===== config.mk =====
export PLATFORM = sky130hd
export DESIGN_NAME = allocator_lsu
export DESIGN_NICKNAME = d
export VERILOG_FILES = /design/src/rtl/allocator_lsu.sv
export SDC_FILE = /design/constraint.sdc
export NUM_CORES = 1
export LEC_CHECK = 0
export CAP_MARGIN = 30
export CORE_MARGIN = 8
export CORE_UTILIZATION = 30
export CTS_CLUSTER_DIAMETER = 40
export CTS_CLUSTER_SIZE = 25
export DETAILED_ROUTE_END_ITERATION = 12
export GPL_ROUTABILITY_DRIVEN = 0
export SYNTH_ARGS = -nofsm -noshare
export SYNTH_HDL_FRONTEND = slang
export SYNTH_SLANG_ARGS = --single-unit

===== constraint.sdc =====
create_clock -name clk_i -period 3.2 [get_ports clk_i]
set_input_delay 0.48 -clock clk_i [delete_from_list [all_inputs] [get_ports clk_i]]
set_output_delay 0.48 -clock clk_i [all_outputs]
set_load 0.02 [all_outputs]

===== src/rtl/allocator_lsu.sv =====
// Free-list allocator load/store unit: serialises LOCK/UNLOCK/LOAD/INSERT/DELETE
// requests into single-beat memory transactions and returns the updated block header.
package allocator_lsu_pkg;
    localparam logic [63:0] EMPTY_KEY              = 64'h0;
    localparam logic [63:0] BLOCK_NEXT_ADDR_OFFSET = 64'h8;

    localparam logic [2:0] LSU_LOCK            = 3'd0;
    localparam logic [2:0] LSU_UNLOCK          = 3'd1;
    localparam logic [2:0] LSU_LOAD            = 3'd2;
    localparam logic [2:0] LSU_SET_INSERT_ADDR = 3'd3;
    localparam logic [2:0] LSU_INSERT          = 3'd4;
    localparam logic [2:0] LSU_DELETE          = 3'd5;

    typedef struct packed {
        logic [63:0] addr;
        logic [63:0] size;
        logic [63:0] next_addr;
    } header_data_t;

    typedef struct packed {
        logic         val;
        logic [2:0]   lsu_op;
        header_data_t header_data;
    } header_data_req_t;

    typedef struct packed {
        logic         val;
        header_data_t header_data;
    } header_data_rsp_t;

    typedef enum logic [3:0] {
        IDLE, LOCK_RD, LOCK_WAIT, LOCK_WR, RD_SIZE, RD_NEXT,
        WR_SIZE, WR_NEXT, WR_LINK, RESP
    } alloc_state_e;
endpackage

// Handshakes: req_i is taken on req_i.val && req_ready_o; a memory request is
// held unchanged while mem_req_o && !mem_gnt_i and retires on the grant cycle;
// a granted read then completes on the first mem_rvalid_i seen in its state.
module allocator_lsu
    import allocator_lsu_pkg::*;
#(
    parameter logic [63:0] HEAD_ADDR = 64'h0000_0000_0000_1000,
    parameter logic [63:0] LOCK_ADDR = 64'h0000_0000_0000_1008
) (
    input  logic             clk_i,
    input  logic             rst_i,
    input  header_data_req_t req_i,
    output logic             req_ready_o,
    output header_data_rsp_t rsp_o,
    output logic             mem_req_o,
    output logic             mem_we_o,
    output logic [63:0]      mem_addr_o,
    output logic [63:0]      mem_wdata_o,
    input  logic             mem_gnt_i,
    input  logic             mem_rvalid_i,
    input  logic [63:0]      mem_rdata_i
);
    alloc_state_e state;
    alloc_state_e state_next;

    logic [2:0]   op_q;
    logic [63:0]  addr_q;
    logic [63:0]  size_q;
    logic [63:0]  next_q;
    logic [63:0]  insert_addr_q;
    logic         rd_pending;
    header_data_t rsp_hd_q;
    logic [63:0]  link_addr;
    logic         in_read;
    logic         rd_done;

    assign link_addr = (insert_addr_q == EMPTY_KEY) ? HEAD_ADDR
                                                    : insert_addr_q + BLOCK_NEXT_ADDR_OFFSET;
    assign in_read   = (state == LOCK_RD) || (state == RD_SIZE) || (state == RD_NEXT);
    assign rd_done   = in_read && rd_pending && mem_rvalid_i;

    always_ff @(posedge clk_i) begin
        if (rst_i) begin
            state <= IDLE;
        end else begin
            state <= state_next;
        end
    end

    always_comb begin
        state_next = state;
        case (state)
            IDLE: begin
                if (req_i.val) begin
                    case (req_i.lsu_op)
                        LSU_LOCK:   state_next = LOCK_RD;
                        LSU_UNLOCK: state_next = LOCK_WR;
                        LSU_LOAD:   state_next = RD_SIZE;
                        LSU_INSERT: state_next = WR_SIZE;
                        LSU_DELETE: state_next = WR_LINK;
                        default:    state_next = RESP;
                    endcase
                end
            end
            // A held lock costs one back-off cycle before the read is re-issued.
            LOCK_RD:   if (rd_done) state_next = (mem_rdata_i == 64'h0) ? LOCK_WR : LOCK_WAIT;
            LOCK_WAIT: state_next = LOCK_RD;
            LOCK_WR:   if (mem_gnt_i) state_next = RESP;
            RD_SIZE:   if (rd_done) state_next = RD_NEXT;
            RD_NEXT:   if (rd_done) state_next = RESP;
            WR_SIZE:   if (mem_gnt_i) state_next = WR_NEXT;
            WR_NEXT:   if (mem_gnt_i) state_next = WR_LINK;
            WR_LINK:   if (mem_gnt_i) state_next = RESP;
            RESP:      state_next = IDLE;
            default:   state_next = IDLE;
        endcase
    end

    always_comb begin
        mem_req_o   = 1'b0;
        mem_we_o    = 1'b0;
        mem_addr_o  = 64'h0;
        mem_wdata_o = 64'h0;
        case (state)
            LOCK_RD: begin
                mem_req_o  = !rd_pending;
                mem_addr_o = rd_pending ? 64'h0 : LOCK_ADDR;
            end
            LOCK_WR: begin
                mem_req_o   = 1'b1;
                mem_we_o    = 1'b1;
                mem_addr_o  = LOCK_ADDR;
                mem_wdata_o = (op_q == LSU_LOCK) ? 64'h1 : 64'h0;
            end
            RD_SIZE: begin
                mem_req_o  = !rd_pending;
                mem_addr_o = rd_pending ? 64'h0 : addr_q;
            end
            RD_NEXT: begin
                mem_req_o  = !rd_pending;
                mem_addr_o = rd_pending ? 64'h0 : addr_q + BLOCK_NEXT_ADDR_OFFSET;
            end
            WR_SIZE: begin
                mem_req_o   = 1'b1;
                mem_we_o    = 1'b1;
                mem_addr_o  = addr_q;
                mem_wdata_o = size_q;
            end
            WR_NEXT: begin
                mem_req_o   = 1'b1;
                mem_we_o    = 1'b1;
                mem_addr_o  = addr_q + BLOCK_NEXT_ADDR_OFFSET;
                mem_wdata_o = next_q;
            end
            WR_LINK: begin
                mem_req_o   = 1'b1;
                mem_we_o    = 1'b1;
                mem_addr_o  = link_addr;
                mem_wdata_o = (op_q == LSU_INSERT) ? addr_q : next_q;
            end
            default: ;
        endcase
        req_ready_o       = (state == IDLE);
        rsp_o.val         = (state == RESP);
        rsp_o.header_data = (state == RESP) ? '{addr_q, size_q, next_q} : rsp_hd_q;
    end

    always_ff @(posedge clk_i) begin
        if (rst_i) begin
            op_q          <= 3'd0;
            addr_q        <= 64'h0;
            size_q        <= 64'h0;
            next_q        <= 64'h0;
            insert_addr_q <= EMPTY_KEY;
            rd_pending    <= 1'b0;
            rsp_hd_q      <= '0;
        end else begin
            if (state == IDLE && req_i.val) begin
                op_q   <= req_i.lsu_op;
                addr_q <= req_i.header_data.addr;
                size_q <= req_i.header_data.size;
                next_q <= req_i.header_data.next_addr;
                if (req_i.lsu_op == LSU_SET_INSERT_ADDR) begin
                    insert_addr_q <= req_i.header_data.addr;
                end
            end
            if (in_read && !rd_pending && mem_gnt_i) begin
                rd_pending <= 1'b1;
            end else if (rd_done) begin
                rd_pending <= 1'b0;
                if (state == RD_SIZE) size_q <= mem_rdata_i;
                if (state == RD_NEXT) next_q <= mem_rdata_i;
            end
            if (state == RESP) begin
                rsp_hd_q <= '{addr_q, size_q, next_q};
            end
        end
    end
endmodule


==> flow_summary_export.csv, run 1 <==
group,metric,value,unit
drt,antenna_left,0,
sta,fin_tns_setup,-9.352,ns
synthesis,syn_nets,2941,
place,placed_area,0.03017,mm²
final_layout,drive_gt1_share,31.11,%
clocking,numCtsBuffers,94,
clocking,htree_levels,3,
drt,first_iter_violations,2531,
flow_run,drv_cap,0,
clocking,root_buffer,"clkbuf_16",
outcome,violations,"setup timing",
drt,routedWlPerCell,25.55,µm
global_routing,grt_first_pass_wirelength,158.9,mm
worst_setup_path,rrSetupSlack,0.60,ns
floorplanning,dieArea,0.08294,mm²
synthesis,synth.avg_cell_area,8.297,µm²
drt,vias_per_cell,5.326,
sta,slew_headroom,36.11,%
worst_setup_path,ff2ff_path_depth,8,
clocking,cts_tree,"built",
sta,tightest_slew,0.9495,ns
place,port_buffers,587,
power,switchingPower,8.966,mW
power,p_leak,15.02,nW
clocking,clkTransAtPathRegs,0.05,ns
global_routing,gr-total-overflow,0,
final_layout,final_cell_area,0.03643,mm²
worst_setup_path,endpoint,"mem_addr_o[15]",
outcome,outcome,"finished with violations",
floorplanning,initial_utilization,30.37,%
worst_setup_path,startpoint,"insert_addr_q[53]",
hold_path,hold_start,"rst_i",
sta,fin_hold_ws,0.2081,ns
synthesis,synth_edf_count,0,
power,switching_share,34.78,%
floorplanning,die_w,288.0,µm
synthesis,ys_seq_area_share,41.13,%
synthesis,synth_flop_cell,"dfxtp_1",
sta,fin_crit_sh,107.0,%
synthesis,synth_top_area_share,41.13,%
drt,vias,23910,
place,pre_cts_ws,0.06844,ns
worst_setup_path,arrival,2.94,ns
synthesis,yosys-top-cells-area,"dfxtp_1 (41%), mux2_2 (9.7%), nand2_1 (9.7%)",
global_routing,grt_max_degree,141,
sta,finClkSkew,0.02834,ns
final_layout,area_growth,64.14,%
final_layout,nets,3704,
global_routing,grt_pass1_vias,23060,
sta,max_freq,292.2,MHz
power,clkPwrFrac,41.4,%
synthesis,synth_common_cells,"nand2_1 (574), dfxtp_1 (456), and2_1 (197)",
floorplanning,core,0.07308,mm²
drt,wirelength,114.7,mm
drt,dr.pass1.iters,8,
worst_setup_path,end_kind,"output port",
floorplanning,ioPinCount,588,
place,place_hpwl,80.46,mm
clocking,clk-insertion-delay-late,0.63,ns
power,combPwrFrac,30.8,%
synthesis,synth_seq_cells,456,
worst_setup_path,reg2reg_from,"state[2]",
worst_setup_path,crit_type,"reg -> out",
synthesis,ys_types,52,
floorplanning,fp.dieH,288.0,µm
synthesis,synth_cells,2675,
synthesis,yosysMostFrequentCell,"nand2_1",
worst_setup_path,cp.required,2.72,ns
global_routing,track_usage,25.57,%
sta,final.min_clock_period,3.423,ns
synthesis,syn-cell-area,0.02219,mm²
clocking,postCtsHoldBufs,0,
power,peakVddDrop,0.6424,mV
drt,drc,0,
worst_setup_path,path_max_fanout,6,
sta,setup_ws,-0.2227,ns
floorplanning,rows,99,
synthesis,ys_warn_count,0,
power,p_int,16.81,mW
global_routing,grt_antenna_before_repair,16,
power,power_density,707.6,mW/mm²
worst_setup_path,r2r-end,"insert_addr_q[35]",
sta,slew_viol_final,0,
clocking,cts_max_path_buffers,3,
sta,setup_violations,64,
synthesis,async_flop_share,0,%
hold_path,worstHoldPathType,"in -> reg",
sta,rsz0062_at_grt,"yes",
sta,hold_viol,0,
power,seqPwrFrac,27.8,%
synthesis,yosys.area.top_type,"dfxtp_1",
clocking,cts_sinks,456,
worst_setup_path,critPathLaunchType,"register",
## registers in the layout (all words and copies together) (netlist names)
signal         cells
rsp_hd_q         192
addr_q            64
insert_addr_q     64
next_q            64
size_q            64
state              4
op_q               3
rd_pending         1
## per-layer routing
layer,global-route usage (%),wire (µm),vias up
met5,0,27,-
met2,42.99,54670,1194
met1,30.73,44100,11540
met4,9.971,4732,4
li1,-,-,10940
met3,7.230,11200,236
## worst min-delay path by stage
stage / endpoint / slack (ns) / cells past startpoint
3_5_place_dp: op_q[2] / 0.46 / 2
6_report: next_q[12] / 0.21 / 2
5_1_grt: size_q[20] / 0.20 / 2
2_1_floorplan: op_q[2] / 0.44 / 2
3_3_place_gp: op_q[0] / 0.46 / 2
4_1_cts: size_q[14] / 0.17 / 2
## critical path, cell delays in order, from the launching register on
cell and delay (ns):
dfxtp_4 0.35, nor4_4 0.30, buf_4 0.16, nand4_1 0.27, nor4_2 0.32, or2_4 0.23, buf_8 0.13, buf_12 0.11
clkbuf_16 0.17, o22ai_1 0.09, buf_2 0.17
## placed cells by master, fill, tap and decap left out, types with 12 or more instances in the layout
cell / Yosys / layout
mux2_4: 0 / 51
nor3_1: 35 / 16
o22ai_1: 59 / 16
buf_12: 0 / 40
xor2_1: 45 / 42
buf_2: 26 / 25
dlygate4sd2_1: 0 / 103
and2_1: 197 / 196
nor4_1: 52 / 29
bufinv_16: 0 / 17
inv_1: 88 / 85
clkbuf_2: 0 / 50
a222oi_1: 63 / 63
clkinv_4: 0 / 13
nor2_1: 167 / 157
o22ai_4: 0 / 25
a311oi_1: 129 / 129
buf_6: 1 / 137
clkinvlp_4: 0 / 13
clkbuf_16: 0 / 104
nand4_1: 47 / 47
clkdlybuf4s50_1: 0 / 264
dfxtp_4: 0 / 15
dfxtp_2: 0 / 34
dfxtp_1: 456 / 407
buf_4: 1 / 222
nor4_4: 2 / 19
mux2_2: 192 / 141
clkdlybuf4s15_1: 0 / 14
nand2_1: 574 / 566
xnor2_1: 75 / 67
o22ai_2: 4 / 22
nor3_4: 0 / 12
nand3_1: 37 / 34
a21oi_1: 137 / 137
diode_2: 0 / 15
## timing repair
| action | CTS | global route |
|---|---|---|
| hold endpoints to repair | 0 | 0 |
| cloned | 8 | 9 |
| pin swaps | 49 | 75 |
| setup endpoints to repair | 312 | 230 |
| setup buffers | 68 | 32 |
| resized for setup | 948 | 400 |
## stage by stage
step                util (%)  power (mW)  cells
floorplan                  -       10.35   2675
global placement       41.28       13.86   4190
detailed placement     41.28       13.89   4190
CTS                    47.91       25.17   4439
global route           49.84       26.69   4488
finish                 49.85       25.78   4490
## power groups by stage
stage	clock network [mW]	registers, mW	logic, mW
3_3_place_gp	0	7.20	6.67
3_5_place_dp	0	7.21	6.68
4_1_cts	10.8	7.13	7.24
2_1_floorplan	0	6.98	3.37
5_1_grt	11.1	7.24	8.38
6_report	10.7	7.17	7.94
## layout make-up
class                      count  area, µm²
tap                          959       1200
fill                        6878      36650
timing repair buffer         892       8796
clock inverter                61      897.1
inverter                      88      337.8
clock buffer                 113       2576
multi-input combinational   1906      13360
antenna                       15      37.54
sequential                   456       9228
## logic make-up (layout without fill, tap and decap cells)
kind of cell | after synthesis | count (layout) | synth area share, %
AND/OR/NAND/NOR | 1177 | 1178 | 25.12
flip-flops | 456 | 456 | 41.13
AO/OA/AOI/OAI | 411 | 411 | 13.52
buffers and inverters | 314 | 1154 | 5.508
multiplexers | 195 | 195 | 9.877
XOR/XNOR | 120 | 120 | 4.736
adder cells (fa/ha/maj) | 2 | 2 | 0.1127
other | 0 | 15 | 0
Power figures use the tool's default switching activity.
==> run 2, diff against run 1 <==
- CORE_UTILIZATION: 30 -> 49
- PLACE_DENSITY: unset -> 0.81
==> run 2 against run 1 <==
  * The flow still finishes with violations (setup timing)
  * Die area down 37%
  * Flip-flop and latch count unchanged
  * Register-to-register slack about the same
  * Count of clock-buffer cells in the layout decreased by 34
  * Critical path type unchanged
  * Critical endpoint is now mem_addr_o[55]
  * Largest cell class unchanged
==> flow_summary_export.csv, run 2 (synthesis results as in run 1) <==
group,metric,value,unit
place,port_buffers,587,
clocking,cts_tree,"built",
global_routing,grt_first_pass_wirelength,152.4,mm
final_layout,final_common_cell,"nand2_1",
drt,antenna_left,0,
sta,setup_ws,-0.2358,ns
floorplanning,rows,78,
worst_setup_path,arrival,2.96,ns
sta,final.min_clock_period,3.436,ns
worst_setup_path,crit_type,"reg -> out",
worst_setup_path,path_max_fanout,6,
final_layout,drive_gt1_share,25.61,%
drt,vias,25360,
sta,fin_hold_ws,0.3939,ns
worst_setup_path,slowest_stage,"or4_4",
final_layout,nFillCells,3195,
final_layout,largest-register,"rsp_hd_q",
sta,slew_headroom,45.44,%
floorplanning,die_w,228.8,µm
worst_setup_path,reg2reg_from,"state[0]",
global_routing,grt_pass1_vias,24590,
outcome,violations,"setup timing",
sta,setup_violations,41,
outcome,outcome,"finished with violations",
sta,finClkSkew,0.02253,ns
clocking,cts_max_path_buffers,3,
global_routing,grt_max_degree,147,
hold_path,worstHoldPathType,"in -> reg",
clocking,root_buffer,"clkbuf_16",
power,peakVddDrop,0.5318,mV
power,p_leak,13.84,nW
drt,drc,0,
worst_setup_path,cp_common_cell,"buf_6",
drt,routedWlPerCell,26.78,µm
final_layout,area_growth,47.48,%
final_layout,final_cells,4006,
drt,vias_per_cell,6.329,
clocking,cts_sinks,456,
final_layout,largest_reg_flops,192,
worst_setup_path,r2r-end,"insert_addr_q[51]",
worst_setup_path,ff2ff_path_depth,9,
floorplanning,dieArea,0.05236,mm²
sta,rsz0062_at_grt,"yes",
sta,max_freq,291.1,MHz
global_routing,track_usage,37.35,%
worst_setup_path,cp.required,2.72,ns
floorplanning,ioPinCount,588,
sta,hold_viol,0,
floorplanning,core,0.04509,mm²
floorplanning,fp.dieH,228.8,µm
final_layout,mostFrequentLayoutCells,"nand2_1 (569), dfxtp_1 (418), clkdlybuf4s50_1 (265)",
final_layout,nets,3609,
drt,dr.pass1.iters,10,
global_routing,grt_antenna_before_repair,8,
drt,first_iter_violations,3706,
place,place_hpwl,73.26,mm
worst_setup_path,startpoint,"addr_q[24]",
final_layout,utilization,72.59,%
drt,wirelength,107.3,mm
power,power_density,674.3,mW/mm²
global_routing,gr-total-overflow,0,
floorplanning,initial_utilization,49.22,%
clocking,clk-insertion-delay-late,0.60,ns
sta,tightest_slew,0.8183,ns
clocking,numCtsBuffers,68,
place,placed_area,0.02966,mm²
clocking,htree_levels,3,
worst_setup_path,end_kind,"output port",
clocking,clkTransAtPathRegs,0.05,ns
sta,fin_crit_sh,107.4,%
place,pre_cts_ws,-0.03908,ns
worst_setup_path,critPathLaunchType,"register",
worst_setup_path,rrSetupSlack,0.59,ns
worst_setup_path,path_cells,"nand4_1 > or4_4 > or3_4 > buf_12 > buf_6 > nor3_4 > xnor2_2 > o22ai_2 > buf_6",
worst_setup_path,cpPeakStageDelay,0.54,ns
sta,slew_viol_final,0,
flow_run,drv_cap,0,
final_layout,final_cell_area,0.03273,mm²
worst_setup_path,endpoint,"mem_addr_o[55]",
place,post-place-cells,3817,
hold_path,hold_start,"rst_i",
==> run 2: changes by cell type in the layout (fill, tap and decap cells not counted), sizes merged, moves of 10 or more <==
cell and change:
clkbuf -36, inv +11, bufinv -10, clkinv -14
buf -97, dlygate4sd2 +24
==> run 2: per-stage QoR <==
stage	setup TNS, ns	power [mW]
2_1_floorplan	0	10.35
3_3_place_gp	-0.6068	13.28
3_5_place_dp	-0.2555	13.46
4_1_cts	-3.063	21.41
5_1_grt	-6.691	22.66
6_report	-3.369	22.07
==> run 2: worst max-delay path: cells and delay by family (launching register included) <==
kind | cells | cell delay, ns
AO/OA/AOI/OAI | 1 | 0.11
XOR/XNOR | 1 | 0.16
buffers and inverters | 3 | 0.43
flip-flops | 1 | 0.34
AND/OR/NAND/NOR | 4 | 1.31
==> run 2: how the worst min path moves through the flow <==
stage	to	slack [ns]	depth (start not counted)
after floorplan	op_q[2]	0.44	2
after global placement	op_q[2]	0.45	2
after detailed placement	op_q[0]	0.47	2
after CTS	insert_addr_q[27]	0.37	2
after global routing	insert_addr_q[28]	0.42	2
final	insert_addr_q[28]	0.39	2
==> run 2: layout make-up <==
type / count / area [µm²] / share of cell area [%]
Multi-Input combinational cell: 1905 / 12420 / 37.94
Sequential cell: 456 / 9189 / 28.07
Timing Repair Buffer: 824 / 7654 / 23.38
Clock buffer: 79 / 1824 / 5.573
Tap cell: 600 / 750.7 / 2.294
Clock inverter: 45 / 536.8 / 1.640
Inverter: 88 / 336.6 / 1.028
Antenna cell: 9 / 22.52 / 0.06881
==> run 2: where the power goes <==
group	leakage, nW	internal [mW]	switching (mW)
Clock	1.14	4.75	3.01
Combinational	8.98	2.79	4.38
Sequential	3.72	6.44	0.697
==> run 2: repair_timing <==
action	4_1_cts	5_1_grt
gates resized for setup	738	266
setup buffers	21	19
pin swaps	24	39
gates cloned	9	9
hold buffers	0	0
endpoints found under the setup margin	319	206
==> run 2: layer usage <==
layer / GRT usage (%) / part of all wire, % / up-vias / wire length, µm
li1: - / - / 10710 / -
met1: 41.95 / 34 / 11940 / 36660
met2: 60.13 / 45 / 2127 / 48140
met3: 10.97 / 12 / 578 / 13250
met4: 26.92 / 8.6 / 2 / 9217
met5: 0 / 0.0075 / - / 8
